[src/rtl/gearbox_40_66.sv]
`default_nettype none
// ============================================================================
//  Module      : gearbox_40_66
//  Description : RX gearbox. Packs 40-bit SERDES words (bit 0 oldest) into
//                66-bit 64b/66b blocks with a valid strobe. A slip request
//                drops the oldest buffered serial bit so block-lock logic can
//                walk the alignment; further slips are held off for SLIP_HOLD
//                cycles after each accepted one.
//  Revision    : 1.0  initial release
// ============================================================================
module gearbox_40_66 #(
    parameter int SLIP_HOLD = 2
) (
    input  logic        clk,
    input  logic        sclr,
    input  logic [39:0] din,
    input  logic        slip,
    output logic        slip_ack,
    output logic [65:0] dout,
    output logic        dout_valid
);

    localparam int c_HW = (SLIP_HOLD < 1) ? 1 : $clog2(SLIP_HOLD + 1);
    localparam logic [c_HW-1:0] c_HOLD_LOAD = c_HW'(SLIP_HOLD);

    logic [104:0]    r_stor;
    logic [6:0]      r_cnt;
    logic [c_HW-1:0] r_hold;

    logic [104:0]    w_sum;
    logic [104:0]    w_buf;
    logic [6:0]      w_n;
    logic [6:0]      w_n_adj;
    logic            w_slip_ok;
    logic            w_emit;

    // Merge the new word above the valid bits, apply an optional one-bit slip
    // and decide whether a full block is available.  Bits above r_cnt in
    // r_stor are always zero, so a plain OR inserts the new word correctly.
    always_comb begin
        w_slip_ok = slip && (r_hold == '0);
        w_sum     = r_stor | ({65'd0, din} << r_cnt);
        w_n       = r_cnt + 7'd40;
        w_buf     = w_sum;
        w_n_adj   = w_n;
        if (w_slip_ok) begin
            w_buf   = w_sum >> 1;
            w_n_adj = w_n - 7'd1;
        end
        w_emit = (w_n_adj >= 7'd66);
    end

    // Buffer, block output and slip holdoff registers.
    always_ff @(posedge clk) begin
        if (sclr) begin
            r_stor     <= '0;
            r_cnt      <= '0;
            r_hold     <= '0;
            dout       <= '0;
            dout_valid <= 1'b0;
            slip_ack   <= 1'b0;
        end else begin
            if (w_slip_ok) begin
                r_hold   <= c_HOLD_LOAD;
                slip_ack <= 1'b1;
            end else begin
                if (r_hold != '0) begin
                    r_hold <= r_hold - 1'b1;
                end
                slip_ack <= 1'b0;
            end

            if (w_emit) begin
                dout       <= w_buf[65:0];
                dout_valid <= 1'b1;
                r_stor     <= w_buf >> 66;
                r_cnt      <= w_n_adj - 7'd66;
            end else begin
                dout_valid <= 1'b0;
                r_stor     <= w_buf;
                r_cnt      <= w_n_adj;
            end
        end
    end

endmodule
`default_nettype wire
[config.mk]
export PLATFORM = sky130hd
export DESIGN_NAME = gearbox_40_66
export DESIGN_NICKNAME = d
export VERILOG_FILES = /design/src/rtl/gearbox_40_66.sv
export SDC_FILE = /design/constraint.sdc
export NUM_CORES = 1
export LEC_CHECK = 0
export ABC_AREA = 1
export BUFFER_PORTS_ARGS = -buffer_cell sky130_fd_sc_hd__buf_2
export CAP_MARGIN = 20
export CORE_MARGIN = 1.5
export CORE_UTILIZATION = 65
export DETAILED_ROUTE_END_ITERATION = 8
export HOLD_SLACK_MARGIN = 0.15
export PLACE_DENSITY = 0.89
export SETUP_SLACK_MARGIN = 0.05
export SYNTH_ARGS = -nofsm -noshare
export SYNTH_HDL_FRONTEND = slang
export SYNTH_SLANG_ARGS = --single-unit
[constraint.sdc]
create_clock -name clk -period 4.9 [get_ports clk]
set_input_delay 0.245 -clock clk [delete_from_list [all_inputs] [get_ports clk]]
set_output_delay 0.245 -clock clk [all_outputs]
set_load 0.05 [all_outputs]
== Word level (Yosys, flattened, before mapping) ==
Index checks and enable logic that the tools add are counted.

* Register bits: 182
* Bits of input ports: 43
* Output and inout port bits: 68
* Logic and storage cells: 29

* Add/sub/neg operators: 4
* Magnitude comparators: 1
* Shifts and indexed selects: 1
* Mux-type cells: 8
* Bitwise gates (word level): 1
* Reduce and logical (&&, ||, !) cells: 6

{| class="wikitable"
|+ Operators with widths
! cell !! count
|-
| 105-bit 2-to-1 mux || 1
|-
| 105-bit OR || 1
|-
| 40-bit by 7-bit << shifter with 105-bit output || 1
|-
| 39-bit 2-to-1 mux || 1
|-
| 7-bit 2-to-1 mux || 2
|-
| 7-bit by 6-bit adder with 7-bit output (second input constant) || 1
|-
| 7-bit >= comparator (second input constant) || 1
|-
| 7-bit by 1-bit subtractor with 7-bit output (second input constant) || 1
|-
| 7-bit subtractor (second input constant) || 1
|-
| 2-bit 2-to-1 mux || 2
|-
| 2-bit nonzero test || 2
|-
| 2-bit OR reduction || 2
|-
| 2-bit logical NOT || 1
|-
| 1-bit 2-to-1 mux || 2
|-
| 2-bit by 1-bit subtractor with 2-bit output (second input constant) || 1
|-
| 1-bit logical AND || 1
|}

== Longest topological paths before layout ==
Gate-level depths: netlist (run 1).

* Depth after elaboration: 5
* Mapped depth: 18
* Depth with buffers taken out: 16

== Worst setup path after synthesis (run 1) ==
No wires, ideal clock.

* Path type: register to register
* From: reg r_cnt[1]
* To: reg dout[10]
* Setup time: 0.059 ns
* Arrival time: 2.433 ns
* Required time: 4.841 ns
* Setup slack: 2.407 ns
* Cell stages (with the launch flop): 16
* Path buffers: 4
* Period minus slack after synthesis: 2.493 ns
* Cell sequence: dfxtp_1 > buf_2 > clkinv_1 > clkbuf_1 > ha_1 > nand2_1 > o21ai_1 > ha_1 > nand2_1 > nor2_2 > nand3_2 > a21oi_4 > buf_4 > buf_4 > nand2_1 > nand2_1

* Word-level cells in the longest chain between the ends: 4
* Elaborated cells between the ends (all ways): 7
* Those cells by class: 2 x add/sub; 1 x order compare; 1 x shift; 2 x mux; 1 x bitwise

{| class="wikitable"
|+ Ends and longest elaborated chain
! item !! line !! text
|-
| start: declaration || 27 || <nowiki>logic [6:0] r_cnt;</nowiki>
|-
| start signal: assignment || 77 || <nowiki>r_cnt <= w_n_adj - 7'd66;</nowiki>
|-
| start signal: assignment || 81 || <nowiki>r_cnt <= w_n_adj;</nowiki>
|-
| 7-bit by 6-bit adder with 7-bit output || 43 || <nowiki>w_n = r_cnt + 7'd40;</nowiki>
|-
| 7-bit by 1-bit subtractor with 7-bit output || 48 || <nowiki>w_n_adj = w_n - 7'd1;</nowiki>
|-
| 7-bit 2-to-1 mux || 46 || <nowiki>if (w_slip_ok) begin</nowiki>
|-
| 7-bit >= comparator || 50 || <nowiki>w_emit = (w_n_adj >= 7'd66);</nowiki>
|-
| end signal: assignment || 74 || <nowiki>dout <= w_buf[65:0];</nowiki>
|-
| end: declaration || 19 || <nowiki>output logic [65:0] dout,</nowiki>
|}

Several ways; a longest one is shown, not always the timed one.
A chain may end at the register's enable or synchronous reset.

== Worst setup path in the final report (run 1) ==
* From: reg r_cnt[0]
* To: reg dout[56]

Same word-level chain as after synthesis.

==> results.json, run 1 <==
{
  "cp_max_fo": 43,
  "outcome": "finished clean",
  "synthesis.nets": 1879,
  "clockBufferDepth": 2,
  "dp_slack_ns": 1.57,
  "final_common_cell": "nand3_1",
  "setup_slack_ns": 1.38,
  "ys_seq_area_share_pct": 32.3,
  "finClkSkew_ns": 0.0172,
  "grt_pass1_vias": 12300,
  "worst_pin_slew_ns": 1.15,
  "grt_max_degree": 107,
  "grt_use_total_pct": 46.2,
  "hp-class": "flop to flop",
  "fin_crit_sh_pct": 71.9,
  "vias": 13900,
  "cts.clk_slew.worst_paths_ns": 0.08,
  "syn_area_per_cell_um2": 6.15,
  "ios": 111,
  "globalRouteOverflowTotal": 0,
  "gp_congestion": 1.15,
  "cts_hold_buf": 3,
  "postCtsSetupBuffers": 0,
  "cts_sinks": 182,
  "period_needed_ns": 3.52,
  "synthToLayoutAreaGrowth_pct": 9.28,
  "cts_buffers": 17,
  "syn-cell-area_um2": 11300,
  "p_leak_nw": 5.86,
  "slew_headroom_pct": 23.5,
  "yosys-top-cells-area": "dfxtp_1, nand3_1, nand2_1, nand4_1, nor2_1",
  "syn_inst": 1832,
  "die_area_um2": 18100,
  "die_w_um": 135,
  "worst_skew_pair.late_latency_ns": 0.45,
  "final_cells": 2083,
  "layout-drive-gt1-share_pct": 9.98,
  "htree_levels": 4,
  "antenna_cells": 0,
  "whs_ns": 0.446,
  "dp_hpwl_mm": 29.7,
  "root_buffer": "clkbuf_16",
  "drcViolationCount": 0,
  "fp.dieH_um": 135,
  "drv_slew": 0,
  "cts_tree": "built",
  "final_area_um2": 12300,
  "synth-seq-cells": 182,
  "drtPass1Iterations": 8,
  "routed_wl_mm": 42.5,
  "num_rows": 47,
  "avgViaCountPerCell": 6.65,
  "required_ns": 5.18,
  "criticalPathCategory": "flop to flop",
  "core_area_um2": 16800,
  "layout_common_cells": "nand3_1, nand2_1, dfxtp_1",
  "drtIter0Drc": 2370,
  "yosysWarnings": 0,
  "setup_tns_ns": 0,
  "antenna_found_initial": 0,
  "cp.arrival_ns": 3.81,
  "antenna_left": 0,
  "wl_per_cell_um": 20.4,
  "drv_cap": 0,
  "ys_types": 42,
  "cellPowerDensity_nw_per_um2": 787,
  "io_buffers": 110,
  "fmax_mhz": 284,
  "numPlacedInstances": 2047,
  "setup_violations": 0,
  "placed_cell_area_um2": 11700,
  "synth.top_cell.area_share_pct": 32.3,
  "start_util_pct": 67.3,
  "grt_pass1_wl_mm": 65.3,
  "cp-start-kind": "flop",
  "finalNetCount": 1897,
  "cts_resized": 0,
  "rsz0062_at_grt": "no",
  "yosysTopAreaCell": "dfxtp_1",
  "hold_viol": 0,
  "critPathCaptureType": "flop",
  "ir_drop_mv": 0.653
}
-- through the flow --
step	power [W]	utilization, %
after global routing	0.0101	73.5
final	0.00970	73.5
after CTS	0.00937	73.3
after floorplan	0.00638	-
after global placement	0.00784	69.7
after detailed placement	0.00796	69.7
-- final timing paths --
path	from	end	slack, ns	cells after the start
min reg2reg	dout[1]$_SDFFE_PP0P_	dout[1]$_SDFFE_PP0P_	0.45	2
max	r_cnt[0]$_SDFF_PP0_	dout[56]$_SDFFE_PP0P_	1.38	14
min	dout[1]$_SDFFE_PP0P_	dout[1]$_SDFFE_PP0P_	0.45	2
max reg2reg	r_cnt[0]$_SDFF_PP0_	dout[56]$_SDFFE_PP0P_	1.38	14
-- cell type report --
class / instances / area [µm²]
flip-flops and latches: 182 / 3640
multi-input cells: 1414 / 6680
inverters: 105 / 394
clock buffers: 18 / 429
fillers: 1380 / 4440
repair buffers: 130 / 741
clock inverters: 14 / 158
well taps: 220 / 275
-- report_power, final --
| part | switching, W | leakage [nW] | total [W] | internal [W] |
|---|---|---|---|---|
| Sequential | 0.000211 | 1.50 | 0.00222 | 0.00201 |
| Clock | 0.000716 | 0.284 | 0.00140 | 0.000686 |
| Combinational | 0.00463 | 4.08 | 0.00608 | 0.00145 |
| Total | 0.00555 | 5.86 | 0.00970 | 0.00415 |
-- sequential cells by signal, summed over array words and instances, names as in the netlist --
| register | cells |
|---|---|
| dout | 66 |
| dout_valid | 1 |
| r_cnt | 7 |
| r_hold | 2 |
| r_stor | 105 |
| slip_ack | 1 |
-- synthesized netlist by cell type --
master and number:
nand2_4 1, buf_4 7, o21ai_1 11, o21ai_0 39, nand4_1 110, o22ai_1 2, or2_1 1, inv_1 95
o31ai_1 1, a31oi_1 9, nor2_4 1, xnor2_1 1, xor2_1 3, nor3_1 4, ha_1 4, dfxtp_1 182
buf_2 28, clkbuf_2 2, nor4_1 1, nor2_1 99, or3_1 1, o21bai_1 9, o211ai_1 2, inv_2 7
nand2_2 1, o21a_1 1, a21oi_1 9, a21o_1 1, xor2_2 3, nand2_1 511, clkinv_1 3, clkbuf_1 50
buf_6 3, mux2i_1 1, nor2_8 1, a31o_2 3, buf_1 41, a21oi_4 1, nand3_2 3, and2_1 2
nor2_2 2, nand3_1 576
-- layer usage --
layer,global-route usage [%],vias to the layer above,wire (µm)
met5,0,-,0
met3,12.2,255,5640
met4,28.2,0,3010
met2,71.2,1142,18100
li1,-,6265,-
met1,57.9,6200,15800
-- kinds of logic (layout without fill, tap and decap cells) --
| family | Yosys count | count (layout) | synth area share, % |
|---|---|---|---|
| AND/OR/NAND/NOR | 1314 | 1314 | 53.2 |
| XOR/XNOR | 7 | 7 | 0.744 |
| multiplexers | 1 | 1 | 0.0888 |
| flip-flops | 182 | 182 | 32.3 |
| AO/OA/AOI/OAI | 88 | 88 | 4.54 |
| buffers and inverters | 236 | 267 | 8.62 |
| adder cells (fa/ha/maj) | 4 | 4 | 0.444 |
-- worst max-delay path, stage by stage (launching register included) --
cell and delay (ns):
dfxtp_1 0.32, inv_2 0.49, ha_1 0.30, nand2_1 0.08, nand2_1 0.07, nand2_1 0.05
inv_1 0.12, ha_1 0.21, nand2_1 0.08, nor2_2 0.21, nand3_2 0.17, nand2_4 0.16
inv_2 0.07, nand2_1 0.77, o21ai_0 0.26
(Power assumes the default switching activity.)
==> run 2, diff against run 1 <==
ABC_AREA = 0   (was 1)
CORE_UTILIZATION = 55   (was 65)
PLACE_DENSITY = 0.8   (was 0.89)
clock period = 3 ns   (was 4.9 ns; I/O delays follow)
==> results.json, run 2 <==
{
  "cts_tree": "built",
  "syn_area_per_cell_um2": 8.67,
  "fin_crit_sh_pct": 103,
  "synthMuxAreaShare_pct": 21.4,
  "synth_fa_ha_area_share_pct": 0.406,
  "required_ns": 3.33,
  "syn-cell-area_um2": 12300,
  "die_w_um": 153,
  "synthesis.nets": 1470,
  "grt_max_degree": 119,
  "yosysWarnings": 0,
  "yosys-top-cells-area": "dfxtp_1, mux4_2, mux2i_1, nor2_1, nand2_1",
  "syn_inst": 1423,
  "cp-startpoint": "r_cnt[1]$_SDFF_PP0_",
  "num_rows": 54,
  "cp_max_fo": 6,
  "async_flop_share_pct": 0,
  "comb_power_share_pct": 71.1,
  "yosysTopAreaCell": "dfxtp_1",
  "p_sw_w": 0.0114,
  "drtPass1Iterations": 7,
  "synth-compound-area-share_pct": 25.1,
  "whs_path_depth": 3,
  "critical-path-top-delay-family": "multiplexers",
  "gp_congestion": 1.08,
  "seqPwrFrac_pct": 17.8,
  "pwr-share-clk_pct": 11.0,
  "cts_buffers": 17,
  "path_buf_inv": 2,
  "ys_types": 90,
  "largest-register": "r_stor",
  "yosys.area_share.simple_pct": 17.6,
  "outcome": "finished with violations",
  "cts_sinks": 182,
  "synth-seq-cells": 182,
  "p_leak_nw": 6.56,
  "core_area_um2": 21900,
  "largestRegisters": "r_stor x105, dout x66, r_cnt x7",
  "final_common_cell": "dfxtp_1",
  "critPathCaptureType": "flop",
  "antenna_left": 0,
  "avgViaCountPerCell": 7.35,
  "reg2reg_from": "r_cnt[1]$_SDFF_PP0_",
  "cts_hold_buf": 0,
  "drtIter0Drc": 2146,
  "fmax_mhz": 325,
  "setup_violations": 5,
  "dp_hpwl_mm": 39.5,
  "setup_tns_ns": -0.176,
  "internal_power_w": 0.0105,
  "synth-xor-area-share_pct": 0.639,
  "switching_share_pct": 52.0,
  "synth_edf_count": 0,
  "drv_slew": 0,
  "r2r_slack_ns": -0.08,
  "wl_per_cell_um": 29.0,
  "criticalPathCategory": "flop to flop",
  "grt_pass1_vias": 13100,
  "hold_viol": 0,
  "period_needed_ns": 3.08,
  "worst_pin_slew_ns": 0.922,
  "worst_path_largest_cell_delay_ns": 0.56,
  "synthTopCellsByCount": "dfxtp_1, nor2_1, nand2_1",
  "cts.clk_slew.worst_paths_ns": 0.09,
  "htree_levels": 4,
  "clockBufferDepth": 2,
  "layout_common_cells": "dfxtp_1, buf_4, nor2_1",
  "largest_register_ff_count": 105,
  "rsz0062_at_grt": "yes",
  "path_cells": "buf_8, buf_12, mux4_2, mux2_4, mux4_2, or4_4, o311ai_4, or3_1, a21oi_2",
  "synth_flop_cell": "dfxtp_1",
  "routed_wl_mm": 56.5,
  "cp-start-kind": "flop",
  "layout-drive-gt1-share_pct": 37.2,
  "hp-class": "input pin to flop",
  "synth.most_common_cell": "dfxtp_1",
  "finClkSkew_ns": 0.0196,
  "whs_endpoint": "r_hold[1]$_SDFFE_PP0P_",
  "cpMostUsedCell": "mux4_2",
  "drv_cap": 0,
  "setup_slack_ns": -0.0810,
  "slowest_stage": "mux4_2",
  "root_buffer": "clkbuf_16",
  "synthToLayoutAreaGrowth_pct": 31.7,
  "ir_drop_mv": 1.17,
  "grt_use_total_pct": 45.7,
  "r2r_end": "dout[32]$_SDFFE_PP0P_",
  "globalRouteOverflowTotal": 0,
  "dp_slack_ns": -0.125,
  "antenna_cells": 0,
  "cp.arrival_ns": 3.41,
  "start_util_pct": 56.4,
  "die_area_um2": 23300,
  "cellPowerDensity_nw_per_um2": 1350,
  "io_buffers": 110,
  "drcViolationCount": 0,
  "violations": "negative setup slack",
  "hp-start": "slip",
  "slew_headroom_pct": 38.2,
  "worst_skew_pair.late_latency_ns": 0.46,
  "antenna_found_initial": 0,
  "vias": 14300,
  "finalNetCount": 1701,
  "ios": 111,
  "synth.top_cell.area_share_pct": 29.5,
  "r2r_cells": 9,
  "ys_seq_area_share_pct": 29.5,
  "grt_pass1_wl_mm": 81.7,
  "fp.dieH_um": 153,
  "synth_top_family_by_area": "compound AO/OA/AOI/OAI gates"
}
-- run 2: cell count changes in the layout (fill, tap and decap cells not counted), sizes merged, moves of 72 or more --
cell   change
nand2    -378
nand4    -104
mux2i     +72
inv       -87
buf      +206
nand3    -516
-- run 2: power by group through the flow --
stage                     registers (W)  clock network, W  logic [W]
after floorplan                 0.00515                 0    0.00676
after global placement          0.00384                 0     0.0129
after detailed placement        0.00387                 0     0.0130
after CTS                       0.00383           0.00239     0.0135
after global routing            0.00396           0.00248     0.0160
final                           0.00390           0.00241     0.0156
-- run 2: metal layers --
layer	GRT usage (%)	vias up	wire length, µm
li1	-	5928	-
met1	59.7	6802	20600
met2	70.5	1232	24400
met3	11.3	346	7240
met4	22.8	0	4190
met5	0	-	0
-- run 2: logic make-up (layout without fill, tap and decap cells) --
logic type,after synthesis,in the layout
XOR/XNOR,9,9
adder cells (fa/ha/maj),4,4
multiplexers,175,175
buffers and inverters,140,384
AO/OA/AOI/OAI,439,439
flip-flops,182,182
AND/OR/NAND/NOR,474,474
-- run 2: how the worst max path moves through the flow --
stage	slack, ns	cells after the start	endpoint
floorplan	-0.06	16	r_stor[7]$_SDFF_PP0_
global placement	-0.12	10	dout[21]$_SDFFE_PP0P_
detailed placement	-0.13	10	dout[21]$_SDFFE_PP0P_
CTS	0.004	9	r_stor[25]$_SDFF_PP0_
global route	-0.15	10	r_stor[1]$_SDFF_PP0_
finish	-0.08	9	dout[32]$_SDFFE_PP0P_
-- run 2: through the flow --
| step | hold slack (ns) | area, µm² | cells | total power, W | utilization [%] |
|---|---|---|---|---|---|
| after floorplan | 0.472 | 12600 | 1423 | 0.0119 | - |
| after global placement | 0.431 | 14300 | 1870 | 0.0168 | 65.4 |
| after detailed placement | 0.439 | 14300 | 1870 | 0.0169 | 65.4 |
| after CTS | 0.239 | 15200 | 1919 | 0.0198 | 69.5 |
| after global routing | 0.256 | 16200 | 1947 | 0.0225 | 74.2 |
| final | 0.242 | 16200 | 1947 | 0.0219 | 74.2 |
-- run 2: timing repair --
item	in CTS	in global routing
pin swaps	6	47
cloned	3	4
setup buffers	14	24
gates resized for setup	31	180
setup endpoints to repair	99	172
-- run 2: area by class of cell --
class	count	area, µm²
clock inverters	15	195
fillers	1615	5650
multi-input cells	1101	8830
well taps	280	350
clock buffers	17	425
flip-flops and latches	182	3650
inverters	14	65.1
repair buffers	338	2730
-- run 2: worst reg2reg max path: cells and delay by family, from the launching register on --
kind / cells / cell delay (ns)
buf+inv: 2 / 0.27
simple gates: 2 / 0.66
compound gates: 2 / 0.17
mux: 3 / 1.43
flops: 1 / 0.42
